### src/rtl/alu_request_scheduler.sv
// Shares one combinational 4-bit ALU between two requesters.
// Round-robin grant, settle-timed capture, valid/ready response.
module alu_request_scheduler #(
  parameter int SETTLE_CYCLES = 1,
  parameter int CNT_W = 8
) (
  input  logic             clk,
  input  logic             rst_n,
  input  logic             req0_valid,
  output logic             req0_ready,
  input  logic [1:0]       req0_op,
  input  logic [3:0]       req0_a,
  input  logic [3:0]       req0_b,
  input  logic             req1_valid,
  output logic             req1_ready,
  input  logic [1:0]       req1_op,
  input  logic [3:0]       req1_a,
  input  logic [3:0]       req1_b,
  output logic             alu_s1,
  output logic             alu_s0,
  output logic [3:0]       alu_a,
  output logic [3:0]       alu_b,
  input  logic [4:0]       alu_sum,
  input  logic [3:0]       alu_and,
  input  logic             alu_eq,
  input  logic             alu_gt,
  input  logic             alu_lt,
  output logic             rsp_valid,
  input  logic             rsp_ready,
  output logic             rsp_id,
  output logic [1:0]       rsp_op,
  output logic [4:0]       rsp_data,
  output logic [2:0]       rsp_flags,
  output logic             rsp_cmp_err,
  output logic             busy,
  output logic [CNT_W-1:0] op_count
);

  localparam logic [3:0] SETTLE =
    (SETTLE_CYCLES < 1) ? 4'd1 : 4'(SETTLE_CYCLES);

  typedef enum logic [1:0] {
    IDLE,
    ISSUE,
    RESPOND
  } state_t;

  state_t     state, state_nx;
  logic       ptr;
  logic       id_q;
  logic [3:0] cnt;
  logic       accept;
  logic       sel_id;
  logic [1:0] sel_op;
  logic [3:0] sel_a;
  logic [3:0] sel_b;
  logic       last_tick;
  logic [4:0] fmt_data;
  logic [2:0] fmt_flags;
  logic       fmt_err;

  always_comb begin
    state_nx   = state;
    req0_ready = 1'b0;
    req1_ready = 1'b0;
    unique case (state)
      IDLE: begin
        req0_ready = req0_valid && (!req1_valid || !ptr);
        req1_ready = req1_valid && !req0_ready;
        if (req0_ready || req1_ready) state_nx = ISSUE;
      end
      ISSUE:   if (last_tick) state_nx = RESPOND;
      RESPOND: if (rsp_ready) state_nx = IDLE;
      default: state_nx = IDLE;
    endcase
  end

  assign accept    = req0_ready || req1_ready;
  assign sel_id    = req1_ready;
  assign sel_op    = sel_id ? req1_op : req0_op;
  assign sel_a     = sel_id ? req1_a : req0_a;
  assign sel_b     = sel_id ? req1_b : req0_b;
  assign last_tick = (cnt == 4'd1);
  assign busy      = (state != IDLE);

  // Result word as seen by the consumer, keyed by the held opcode
  always_comb begin
    fmt_data  = '0;
    fmt_flags = '0;
    fmt_err   = 1'b0;
    unique case ({alu_s1, alu_s0})
      2'b00, 2'b01: fmt_data = alu_sum;
      2'b10: begin
        fmt_flags = {alu_gt, alu_eq, alu_lt};
        fmt_err   = !$onehot({alu_gt, alu_eq, alu_lt});
      end
      2'b11:   fmt_data = {1'b0, alu_and};
      default: fmt_data = '0;
    endcase
  end

  always_ff @(posedge clk) begin
    if (!rst_n) state <= IDLE;
    else        state <= state_nx;
  end

  always_ff @(posedge clk) begin
    if (!rst_n) begin
      ptr         <= 1'b0;
      id_q        <= 1'b0;
      cnt         <= '0;
      alu_s1      <= 1'b0;
      alu_s0      <= 1'b0;
      alu_a       <= '0;
      alu_b       <= '0;
      rsp_valid   <= 1'b0;
      rsp_id      <= 1'b0;
      rsp_op      <= '0;
      rsp_data    <= '0;
      rsp_flags   <= '0;
      rsp_cmp_err <= 1'b0;
      op_count    <= '0;
    end else begin
      if (state == IDLE && accept) begin
        {alu_s1, alu_s0} <= sel_op;
        alu_a            <= sel_a;
        alu_b            <= sel_b;
        id_q             <= sel_id;
        ptr              <= ~sel_id;
        cnt              <= SETTLE;
      end
      if (state == ISSUE) begin
        cnt <= cnt - 4'd1;
        if (last_tick) begin
          rsp_valid   <= 1'b1;
          rsp_id      <= id_q;
          rsp_op      <= {alu_s1, alu_s0};
          rsp_data    <= fmt_data;
          rsp_flags   <= fmt_flags;
          rsp_cmp_err <= fmt_err;
        end
      end
      if (state == RESPOND && rsp_ready) begin
        rsp_valid <= 1'b0;
        op_count  <= op_count + CNT_W'(1);
      end
    end
  end

endmodule

### config.mk
export PLATFORM = sky130hd
export DESIGN_NAME = alu_request_scheduler
export DESIGN_NICKNAME = d
export VERILOG_FILES = /design/src/rtl/alu_request_scheduler.sv
export SDC_FILE = /design/constraint.sdc
export NUM_CORES = 1
export LEC_CHECK = 0
export BUFFER_PORTS_ARGS = -buffer_cell sky130_fd_sc_hd__buf_2
export CAP_MARGIN = 20
export CORE_MARGIN = 2
export CORE_UTILIZATION = 48
export CTS_CLUSTER_DIAMETER = 200
export CTS_CLUSTER_SIZE = 8
export DETAILED_ROUTE_END_ITERATION = 8
export PLACE_DENSITY = 0.75
export SLEW_MARGIN = 15
export SYNTH_ARGS = -nofsm -noshare
export SYNTH_HDL_FRONTEND = slang
export SYNTH_SLANG_ARGS = --single-unit
### constraint.sdc
create_clock -name clk -period 1.78 [get_ports clk]
set_input_delay 0.356 -clock clk [delete_from_list [all_inputs] [get_ports clk]]
set_output_delay 0.356 -clock clk [all_outputs]
set_load 0.02 [all_outputs]
==> results of run 1 <==
per-layer routing:
metal	part of all wire, %	routed length [µm]	global-route usage, %	vias up
li1	-	-	-	931
met1	45	2090	28.4	886
met2	46	2130	35.9	76
met3	7.6	351	7.16	5
met4	1.3	59	7.03	0
met5	0	0	0	-
kinds of logic after synthesis:
kind of cell               after synthesis  share of synthesized area, %
buffers and inverters                   22                          5.11
AOI/OAI and AO/OA                       79                          27.1
DFF                                     39                          42.5
adders and majority gates                4                          3.14
muxes                                    2                          1.09
xor gates and xnor gates                 3                          1.43
and+or+nand+nor                         61                          19.6
through the flow:
stage,hold slack [ns],cell area (µm²),total power (W),setup slack [ns],std cells
after floorplan,0.440,1840,0.00139,0.0235,210
after global placement,0.451,2260,0.00157,0.213,324
after detailed placement,0.461,2260,0.00158,0.184,324
after CTS,0.316,2340,0.00216,0.0795,332
after global routing,0.338,2340,0.00226,0.0177,332
final,0.323,2340,0.00215,0.0814,332
worst max path at each step:
stage / end / cells past startpoint
global placement: rsp_data[1]$_SDFFE_PN0P_ / 4
finish: req0_ready / 4
global route: req0_ready / 4
detailed placement: rsp_data[1]$_SDFFE_PN0P_ / 4
floorplan: req1_ready / 3
CTS: req0_ready / 4
cell usage in the layout, fill, tap and decap left out, types with 5 or more instances in the layout:
| cell | instances |
|---|---|
| a21oi_1 | 28 |
| a311oi_1 | 13 |
| buf_2 | 70 |
| buf_4 | 10 |
| clkbuf_8 | 5 |
| dfxtp_1 | 39 |
| inv_1 | 8 |
| nand2_1 | 7 |
| nand2b_1 | 8 |
| nand3_1 | 16 |
| nor2_1 | 6 |
| o21ai_0 | 19 |
power breakdown:
part           internal, W  leakage [nW]  switching [W]  total (W)
combinational     0.000219         0.658       0.000331   0.000550
sequential        0.000946         0.319      0.0000673    0.00101
clock             0.000275        0.0422       0.000311   0.000587
total              0.00144          1.02       0.000710    0.00215
worst reg2reg max path, cell delays in order (launching register included):
cell,delay (ns)
dfxtp_1,0.42
ha_1,0.18
or3b_2,0.56
nor2_4,0.21
a311oi_1,0.12
state kept, by name, indices dropped and copies added (netlist names), 2 cells and up:
signal,flops
state,2
rsp_data,5
alu_b,4
rsp_op,2
cnt,4
op_count,8
rsp_flags,3
alu_a,4
area by class of cell:
| cell class | count | area (µm²) |
|---|---|---|
| clock inverter | 1 | 5.00 |
| multi-input combinational | 149 | 966 |
| tap | 48 | 60.1 |
| fill | 345 | 1320 |
| sequential | 39 | 781 |
| inverter | 8 | 30.0 |
| clock buffer | 7 | 76.3 |
| timing repair buffer | 80 | 425 |
Yosys cell counts, drive strengths merged:
| library cell | instances | area [µm²] |
|---|---|---|
| dfxtp | 39 | 781 |
| a21oi | 28 | 140 |
| o21ai | 19 | 95.1 |
| nand3 | 16 | 80.1 |
| a311oi | 13 | 114 |
| buf | 9 | 45.1 |
| inv | 8 | 30.0 |
| nand2b | 8 | 50.1 |
| nor2 | 8 | 40.0 |
| nand2 | 7 | 26.3 |
| clkbuf | 5 | 18.8 |
| nand4 | 4 | 25.0 |
| ha | 3 | 37.5 |
| nor2b | 3 | 18.8 |
| o211ai | 3 | 22.5 |
| a211oi | 2 | 15.0 |
| a21boi | 2 | 15.0 |
| a32oi | 2 | 17.5 |
| mux2i | 2 | 20.0 |
| nand4b | 2 | 17.5 |
| nor3b | 2 | 15.0 |
| nor4 | 2 | 12.5 |
| o21a | 2 | 15.0 |
| o22ai | 2 | 12.5 |
| o31ai | 2 | 15.0 |
| or3 | 2 | 12.5 |
| or4 | 2 | 15.0 |
| xor2 | 2 | 17.5 |
| a2111oi | 1 | 8.76 |
| and2 | 1 | 6.26 |
| fa | 1 | 20.0 |
| nand3b | 1 | 20.0 |
| nor3 | 1 | 5.00 |
| o2111ai | 1 | 8.76 |
| o211a | 1 | 10.0 |
| o31a | 1 | 8.76 |
| or2 | 1 | 6.26 |
| or3b | 1 | 8.76 |
| xnor2 | 1 | 8.76 |
what timing repair did:
action	in CTS	in global routing
gates resized for setup	0	1
buffers inserted	0	0
setup endpoints to repair	0	1
==> summary.log, run 1 <==
INFO  outcome        run_status=complete, no violations
INFO  power_and_ir_drop vdd_drop_max=0.000471V
INFO  clock_tree     tritoncts=yes
INFO  global_route   grt_max_degree=18
INFO  worst_setup_path cp.buffers_inverters=2
INFO  sta            setup_viol=0
INFO  hold_path      min-delay-path-class=in2reg
INFO  route          routed_wirelength=4.63mm
INFO  worst_setup_path crit_fanout=14
INFO  route          drcViolationCount=0
INFO  sta            clock.fmax=0.589GHz
INFO  worst_setup_path crit_start=state[0]$_SDFFE_PN0P_
INFO  logic_synthesis netlist-cell-type-count=43
INFO  route          detailroute.via_count=1898
INFO  placement      gp_congestion=0.777
INFO  worst_setup_path critPathArrivalTime=1.34ns
INFO  clock_tree     cts_root_buf=clkbuf_8
INFO  global_route   global_route_wire_length_before_repair=7.45mm
INFO  sta            layout_min_cycle_time=1.70ns
INFO  logic_synthesis mappedNetlistNets=251
INFO  worst_setup_path critical_setup_path_class=reg2out
INFO  worst_setup_path worst_setup_path_start_kind=register
INFO  route          avgViaCountPerCell=5.72
INFO  global_route   groute.usage.overall=22.3%
INFO  die            start_util=50.1%
INFO  sta            setup_tns=0ns
INFO  sta            max_slew.worst_pin.slew=0.483ns
INFO  sta            finalCritPeriodShare=95.4%
INFO  die            dieWidth=65.8µm
INFO  run            max_cap_violations=0
INFO  die            die_area=4330µm²
INFO  logic_synthesis synth.cell_area=1840µm²
INFO  global_route   globalRouteOverflowTotal=0
INFO  route          ant_nets=0
INFO  route          drt_pre_antenna_iters=4
INFO  sta            worst_slew_margin_rel=67.8%
INFO  worst_setup_path regToRegStartpoint=cnt[0]$_SDFFE_PN0P_
INFO  global_route   antenna_found_initial=0
INFO  worst_setup_path crit-reg2reg-capture=rsp_data[1]$_SDFFE_PN0P_
INFO  sta            rsz0062_at_grt=false
INFO  clock_tree     numCtsBuffers=5
INFO  die            design.portCount=71
INFO  finish         postLayoutCoreUtil=64.0%
INFO  placement      dp.final_hpwl=3.32mm
INFO  sta            timing_max_transition_violations_final=0
INFO  clock_tree     cts-hold-fix-buffers=0
INFO  logic_synthesis yosysSeqAreaShare=42.5%
INFO  logic_synthesis syn-instance-count=210
INFO  finish         area_delta_synth_final=27.7%
INFO  sta            timing.clock.skew=0.00342ns
INFO  hold_path      hold_path_end=alu_a[3]$_SDFFE_PN0P_
INFO  power_and_ir_drop power_density=917nW/µm²
INFO  global_route   first_global_vias=1649
INFO  logic_synthesis postSynthRegisterBits=39
INFO  hold_path      min-delay-start=req0_a[3]
INFO  clock_tree     numClockSinks=39
INFO  clock_tree     htree_levels=2
INFO  power_and_ir_drop leakage=1.02nW
INFO  clock_tree     clk_pin_slew=0.08ns
INFO  finish         net_count_final=324
INFO  worst_setup_path critical_path.cell_chain=nor2_1 -> buf_4 -> and2_1 -> buf_2
INFO  die            fp-row-count=22
INFO  worst_setup_path critical_path.slowest_cell=dfxtp_1
INFO  worst_setup_path crit_family=flip-flops
INFO  sta            report.final.hold_viol_count=0
INFO  route          wire_per_inst=14.0µm
INFO  finish         drive_above_1_share=32.4%
INFO  die            die_h=65.8µm
INFO  die            coreArea=3660µm²
INFO  placement      io_buffers=70
INFO  hold_path      holdPathStages=3
INFO  worst_setup_path r2r.worst_path.cells=4
INFO  worst_setup_path critical_path_rt=1.42ns
INFO  worst_setup_path r2r_slack=0.16ns
INFO  worst_setup_path critical_path.max_stage_delay=0.38ns
INFO  clock_tree     worst_case_clock_buffer_depth=2
INFO  route          drtIter0Drc=121
INFO  logic_synthesis avgSynthCellArea=8.74µm²
INFO  worst_setup_path crit_path_end_kind=primary output
INFO  logic_synthesis synth_warnings=0
INFO  finish         antenna_diode_count=0
INFO  clock_tree     worstSkewPairLatency=0.29ns
Note: power is estimated with default switching activity, not from simulation.
==> run 2, diff against run 1 <==
CTS_BUF_LIST = sky130_fd_sc_hd__clkbuf_4 sky130_fd_sc_hd__clkbuf_8   (was default)
==> summary.log, run 2 (synthesis results as in run 1) <==
INFO  outcome        run_status=complete, no violations
INFO  sta            setup_viol=0
INFO  clock_tree     worstSkewPairLatency=0.29ns
INFO  global_route   globalRouteOverflowTotal=0
INFO  clock_tree     tritoncts=yes
INFO  worst_setup_path worst_setup_path_start_kind=register
INFO  clock_tree     numCtsBuffers=5
INFO  clock_tree     clk_pin_slew=0.07ns
INFO  global_route   groute.usage.overall=22.3%
INFO  sta            timing_max_transition_violations_final=0
INFO  route          wl_met2=2.13mm
INFO  route          wl_met3=302µm
INFO  sta            report.final.hold_viol_count=0
INFO  die            die_h=65.8µm
INFO  die            design.portCount=71
INFO  route          routed_wirelength=4.63mm
INFO  power_and_ir_drop vdd_drop_max=0.000474V
INFO  die            coreArea=3660µm²
INFO  power_and_ir_drop leakage=1.03nW
INFO  sta            worst_slew_margin_rel=68.0%
INFO  placement      dp.final_hpwl=3.32mm
INFO  die            dieWidth=65.8µm
INFO  global_route   first_global_vias=1657
INFO  global_route   global_route_wire_length_before_repair=7.45mm
INFO  route          avgViaCountPerCell=5.66
INFO  clock_tree     worst_case_clock_buffer_depth=2
INFO  worst_setup_path critical_setup_path_class=reg2out
INFO  worst_setup_path crit_fanout=14
INFO  route          routed.top_layer=met4
INFO  sta            timing.clock.skew=0.00244ns
INFO  power_and_ir_drop power_density=928nW/µm²
INFO  finish         antenna_diode_count=0
INFO  finish         layout_common_cells=70 x buf_2, 39 x dfxtp_1, 28 x a21oi_1, 19 x o21ai_0, 16 x nand3_1
INFO  route          wire_per_inst=13.9µm
INFO  die            start_util=50.1%
INFO  hold_path      min-delay-path-class=in2reg
INFO  worst_setup_path r2r.worst_path.cells=4
INFO  die            fp-row-count=22
INFO  sta            rsz0062_at_grt=false
INFO  route          ant_nets=0
INFO  finish         layout_commonest_cell=buf_2
INFO  route          drtIter0Drc=131
INFO  placement      io_buffers=70
INFO  sta            setup_tns=0ns
INFO  route          met1_routed_wirelength_after_detailed_routing=2.14mm
INFO  placement      gp_congestion=0.777
INFO  finish         fin_cells=332
INFO  sta            clock.fmax=0.590GHz
INFO  clock_tree     cts_setup_buffers=0
INFO  finish         final.fill_count=343
INFO  finish         reg_top3=op_count x8, rsp_data x5
INFO  worst_setup_path critical_path_rt=1.42ns
INFO  clock_tree     cts_root_buf=clkbuf_8
INFO  finish         largest-register=op_count
INFO  finish         largest_register_ff_count=8
INFO  route          detailroute.via_count=1879
INFO  run            max_cap_violations=0
INFO  finish         area_delta_synth_final=28.1%
INFO  finish         postLayoutCoreUtil=64.2%
INFO  placement      dp.cells=324
INFO  sta            layout_min_cycle_time=1.70ns
INFO  hold_path      holdPathStages=3
INFO  finish         drive_above_1_share=33.1%
INFO  worst_setup_path critPathArrivalTime=1.34ns
INFO  sta            finalCritPeriodShare=95.3%
INFO  route          drcViolationCount=0
INFO  route          drt_pre_antenna_iters=4
INFO  die            die_area=4330µm²
INFO  global_route   grt_max_degree=18
INFO  worst_setup_path crit_path_end_kind=primary output
INFO  finish         net_count_final=324
INFO  clock_tree     htree_levels=2
INFO  global_route   antenna_found_initial=0
INFO  clock_tree     numClockSinks=39
INFO  sta            max_slew.worst_pin.slew=0.481ns
[run 2: cell types whose count changed in the layout (fill, tap and decap cells not counted)]
| cell | previous run | this run |
|---|---|---|
| clkbuf_1 | 2 | 0 |
| clkbuf_4 | 0 | 2 |
[run 2: final timing paths]
kind	start	endpoint	slack, ns
max	state[0]$_SDFFE_PN0P_	req0_ready	0.08
min	req0_a[3]	alu_a[3]$_SDFFE_PN0P_	0.32
max reg2reg	cnt[0]$_SDFFE_PN0P_	rsp_data[1]$_SDFFE_PN0P_	0.16
min reg2reg	op_count[7]$_SDFFE_PN0P_	op_count[7]$_SDFFE_PN0P_	0.48
[run 2: layer usage]
layer | vias up | GRT usage (%)
met4 | 0 | 7.03
met1 | 890 | 28.2
li1 | 928 | -
met3 | 5 | 7.16
met2 | 56 | 36.1
met5 | - | 0
[run 2: repair_timing]
action / 4_1_cts / 5_1_grt
setup endpoints to repair: 0 / 1
hold buffers: 0 / 0
gates resized for setup: 0 / 1
[run 2: through the flow]
stage | hold slack (ns) | worst slack (ns) | total power, W | instance area, µm²
after global routing | 0.338 | 0.0177 | 0.00229 | 2350
after floorplan | 0.440 | 0.0235 | 0.00139 | 1840
after global placement | 0.451 | 0.213 | 0.00157 | 2260
final | 0.324 | 0.0838 | 0.00218 | 2350
after CTS | 0.316 | 0.0795 | 0.00219 | 2350
after detailed placement | 0.461 | 0.184 | 0.00158 | 2260
[run 2: worst max-delay path: stages, from the launching register on]
cell and delay [ns]:
dfxtp_1 0.38, nor2_1 0.14, buf_4 0.22, and2_1 0.14, buf_2 0.16
[run 2: layout make-up]
| cell class | instances | area, µm² | area share (%) |
|---|---|---|---|
| Timing Repair Buffer | 80 | 425 | 18.1 |
| Inverter | 8 | 30.0 | 1.28 |
| Multi-Input combinational cell | 149 | 966 | 41.1 |
| Clock buffer | 7 | 83.8 | 3.57 |
| Sequential cell | 39 | 781 | 33.2 |
| Tap cell | 48 | 60.1 | 2.55 |
| Clock inverter | 1 | 5.00 | 0.213 |
[run 2: power breakdown]
part,switching (W),internal [W],total (W)
Combinational,0.000330,0.000219,0.000549
Sequential,0.0000680,0.000946,0.00101
Clock,0.000312,0.000306,0.000618
